===== config.mk =====
export PLATFORM = sky130hd
export DESIGN_NAME = irq_request_latch
export DESIGN_NICKNAME = d
export VERILOG_FILES = /design/src/rtl/irq_request_latch.sv
export SDC_FILE = /design/constraint.sdc
export NUM_CORES = 1
export LEC_CHECK = 0
export ABC_CLOCK_PERIOD_IN_PS = 1700
export CORE_AREA = 10 10 47 49
export CTS_BUF_LIST = sky130_fd_sc_hd__clkbuf_2
export DETAILED_ROUTE_END_ITERATION = 10
export DIE_AREA = 0 0 57 59
export DONT_BUFFER_PORTS = 1
export GPL_TIMING_DRIVEN = 0
export SYNTH_ARGS = -nofsm -noshare
export SYNTH_HDL_FRONTEND = slang
export SYNTH_SLANG_ARGS = --single-unit

===== constraint.sdc =====
create_clock -name clk -period 1.7 [get_ports clk]
set_clock_uncertainty 0.1 [all_clocks]
set_input_delay 0.425 -clock clk [delete_from_list [all_inputs] [get_ports clk]]
set_output_delay 0.425 -clock clk [all_outputs]
set_load 0.02 [all_outputs]

===== src/rtl/irq_request_latch.sv =====
// Request latch feeding the 4-to-2 priority encoder: edge-detected sticky pending bits, masking, ack clear, overflow flags.
// Define IRQ_REQ_SYNC_EN to add a 2-flop input synchroniser per request line (asynchronous sources).
module irq_request_latch #(
  parameter int unsigned WIDTH = 4
) (
  input  logic             clk,
  input  logic             rst_n,
  input  logic [WIDTH-1:0] req_in,
  input  logic [WIDTH-1:0] mask,
  input  logic             ack,
  input  logic [1:0]       ack_idx,
  input  logic             ovf_clr,
  output logic [WIDTH-1:0] pend_out,
  output logic             irq,
  output logic [WIDTH-1:0] overflow,
  output logic             ack_err
);

  logic [WIDTH-1:0] req_s;
  logic [WIDTH-1:0] req_q;
  logic [WIDTH-1:0] rise;
  logic [WIDTH-1:0] hit;
  logic [WIDTH-1:0] pending;

`ifdef IRQ_REQ_SYNC_EN
  logic [WIDTH-1:0] sync1;
  logic [WIDTH-1:0] sync2;

  // Reset to all-ones so a level already high through reset is not seen as an edge.
  always_ff @(posedge clk) begin
    if (!rst_n) begin
      sync1 <= '1;
      sync2 <= '1;
    end else begin
      sync1 <= req_in;
      sync2 <= sync1;
    end
  end

  assign req_s = sync2;
`else
  assign req_s = req_in;
`endif

  assign rise = req_s & ~req_q;

  always_comb begin
    hit = '0;
    if (ack) hit[ack_idx] = 1'b1;
  end

  // A rise on a line being acked in the same cycle replaces the serviced event, so no overflow.
  always_ff @(posedge clk) begin
    if (!rst_n) begin
      req_q    <= '1;
      pending  <= '0;
      overflow <= '0;
      ack_err  <= 1'b0;
    end else begin
      req_q    <= req_s;
      pending  <= (pending & ~hit) | rise;
      overflow <= (rise & pending & ~hit) | (overflow & {WIDTH{~ovf_clr}});
      ack_err  <= ack & ~pending[ack_idx];
    end
  end

  assign pend_out = pending & ~mask;
  assign irq      = |pend_out;

endmodule


==> results.md <==
* Outcome: finished with violations
* Violations in the final reports: negative setup slack
* CP Max Fanout at 2
* Area growth syn-to-layout at 13.0%
* Clock tree root buffer cell: sky130_fd_sc_hd__clkbuf_2
* Ports at 24
* Worst hold stages at 1
* Ys flop type: sky130_fd_sc_hd__dfxtp_1
* CP top delay family: simple AND/OR/NAND/NOR gates
* Endpoint of the worst register-to-register path: ack_err$_SDFF_PN0_
* Insertion delay of the later-clocked pin in the worst-skew pair at 0.27 ns
* Antenna fix cells at 0
* Static power due to leakage at 0.235 nW
* DR WL/cell at 16.6 um
* Maximum level of the CTS H-tree at 1
* Die boundary height at 59 um
* Finish-stage setup viols at 1
* Initial antenna violation count at 0
* Initial core utilization at 39.7%
* Std cell rows at 14
* Distinct cell type count after synthesis at 19
* Crit path buffers/inverters at 0
* Total wire length after detailed routing at 1.26 mm
* Category of the worst setup path launch point: flip-flop
* Commonest non-fill, non-tap cell in the layout: sky130_fd_sc_hd__dfxtp_1
* Worst EP arrival at 1.33 ns
* Number of warnings reported in the yosys synthesis log at 0
* Peak supply drop at 0.000428 V
* Routability Congestion at 0.727
* Share of the cycle needed by the critical path after routing at 109%
* Sequential-to-total area share from yosys stat at 46.7%
* Storage element area at 264 sq um
* Horiz. Die Dim at 57 um
* Syn nets at 68
* Library cell with the largest summed area after synthesis: sky130_fd_sc_hd__dfxtp_1
* Core Area at 1400 sq um
* Unrepaired setup endpoints after global routing: true
* Slowest cell on the critical path: sky130_fd_sc_hd__or4_4
* Reg2reg start: pending[1]$_SDFF_PN0_
* Post-layout util at 44.9%
* Startpoint of the worst hold path: req_in[0]
* Via count of the first global-routing pass at 427
* Footprint of the multi-input gates at 300 sq um
* Global routing usage summed across all routing layers at 7.91%
* Post-layout min period at 1.85 ns
* Peak per-stage delay on the critical path at 0.58 ns
* Max Cap Violations at 0
* Power per Cell Area at 870 nW/um^2
* Clock sink total at 13
* Setup slack on the worst flop-to-flop path at 0.64 ns
* Share of layout cells above drive strength 1 at 28.3%
* Global-route wire length before repair at 2.08 mm
* Number of filler instances in the final layout at 148
* Fraction of post-synthesis cell area in the top cell type by area at 46.7%
* WHS Endpoint: req_q[0]$_SDFF_PN1_
* Syn Inst Count at 54
* Cts hold-fix bufs at 0
* Post-layout net count at 75
* Number of buffers added on ports at 0
* Clock slew at the register clock pins of the worst setup and hold paths at 0.13 ns
* Summed instance area of the synthesized netlist at 557 sq um
* Max frequency at 0.539 GHz
* CP Cell Sequence: nor2b_4, or4_4
* DR pass1 iterations at 4
* Maximum number of pins on one net before global-route repair at 11
* Critical path origin: pending[1]$_SDFF_PN0_
* CTS tree: done
* Via count at 430
* Most used cells in the layout excluding fill and tap cells: sky130_fd_sc_hd__dfxtp_1, sky130_fd_sc_hd__nand3b_1
* Worst min path class: input pin to flip-flop
* Remaining Overflow, GRT at 0
* Slew at the pin closest to its max-slew limit at 0.342 ns
* Number of enable flip-flop cells after synthesis at 0
* Kind of end point of the critical path: output pin
* Total Neg Setup Slack at -0.154 ns
* Leading post-synthesis cells by cell area: sky130_fd_sc_hd__dfxtp_1, sky130_fd_sc_hd__nand3b_1, sky130_fd_sc_hd__nand4b_1
* Via density per instance at 5.66
* Slew HR at 77.2%
* Remaining DRCs at 0
* Worst hold margin at 0.147 ns
* Number of hold-slack violations in the final timing report at 0
* Total of flip-flops plus latches after synthesis at 13
* Total clock buffers created by CTS at 3
* Avg Inst Size Synth at 10.3 sq um
* Max-slew violation count at 0
* 1st-iter DRT viols at 9
* Floorplan die area at 3360 sq um
* Crit Path Class: flip-flop to output pin
* Required time of the critical path at 1.17 ns
* DRT antenna net count at 0
* FF-to-FF path depth at 3
* Final worst slack at -0.154 ns
* Maximum count of clock buffers along a single path at 2
* Proportion of register bits with asynchronous set or reset after synthesis at 0%
* Detailed placer's ending HPWL at 954 um
-- power breakdown --
| group | leakage, nW | internal, W | total (W) | switching (W) |
|---|---|---|---|---|
| clock network | 0.0166 | 0.0000624 | 0.000162 | 0.0000996 |
| registers | 0.108 | 0.000318 | 0.000329 | 0.0000103 |
| logic | 0.110 | 0.0000293 | 0.0000569 | 0.0000276 |
-- synth_stat cells (2+ instances only) --
cell                         n
sky130_fd_sc_hd__nand4b_1    4
sky130_fd_sc_hd__and3b_1     2
sky130_fd_sc_hd__o2bb2ai_1   4
sky130_fd_sc_hd__nor2b_4     2
sky130_fd_sc_hd__buf_2       2
sky130_fd_sc_hd__nand3b_1    5
sky130_fd_sc_hd__dfxtp_1    13
sky130_fd_sc_hd__nor2b_1     3
sky130_fd_sc_hd__nand2b_1    4
sky130_fd_sc_hd__nand2_1     4
sky130_fd_sc_hd__o21ai_1     3
-- cell type report --
class                      count  share of cell area, %
multi-input combinational     39                   47.7
tap                           16                   3.18
buffer                         2                   1.59
clock buffer                   4                   3.18
timing repair buffer           2                   2.39
sequential                    13                   41.9
-- through the flow --
stage | setup slack [ns] | power (W) | instances | instance area, sq um
after floorplan | 0.0588 | 0.000376 | 54 | 557
after global placement | 0.0183 | 0.000384 | 70 | 577
after detailed placement | 0.0216 | 0.000385 | 70 | 577
after CTS | -0.177 | 0.000557 | 76 | 629
after global routing | -0.199 | 0.000574 | 76 | 629
final | -0.154 | 0.000548 | 76 | 629
-- sequential cells by signal, indices dropped and copies added (netlist names) --
register,flops
req_q,4
overflow,4
pending,4
ack_err,1
-- worst max-delay path by stage --
stage                to  slack (ns)  cells past startpoint
floorplan           irq        0.06                      2
global placement    irq        0.02                      2
detailed placement  irq        0.02                      2
CTS                 irq       -0.18                      2
global route        irq       -0.20                      2
finish              irq       -0.15                      2
-- layer usage --
layer / wire [um] / share of wire [%] / track usage, % / up-vias
li1: - / - / - / 210
met1: 534 / 42 / 9.17 / 193
met3: 235 / 19 / 5.58 / 2
met5: 0 / 0 / 0 / -
met2: 478 / 38 / 9.61 / 25
met4: 9 / 0.72 / 6.04 / 0
-- timing repair --
item / in CTS / in global routing
pin swaps: 1 / 0
endpoints found under the setup margin: 1 / 1
gates cloned: 0 / 0
hold endpoints to repair: 0 / 0
buffers inserted: 2 / 0
gates resized for setup: 7 / 0
-- cell families (layout without fill, tap and decap cells) --
logic type      Yosys count  after routing  synth area share, %
compound gates            9              9                 11.0
buf+inv                   2              8                 1.80
flops                    13             13                 46.7
mux                       2              2                 4.04
simple gates             28             28                 36.4
Note: power is estimated with default switching activity, not from simulation.
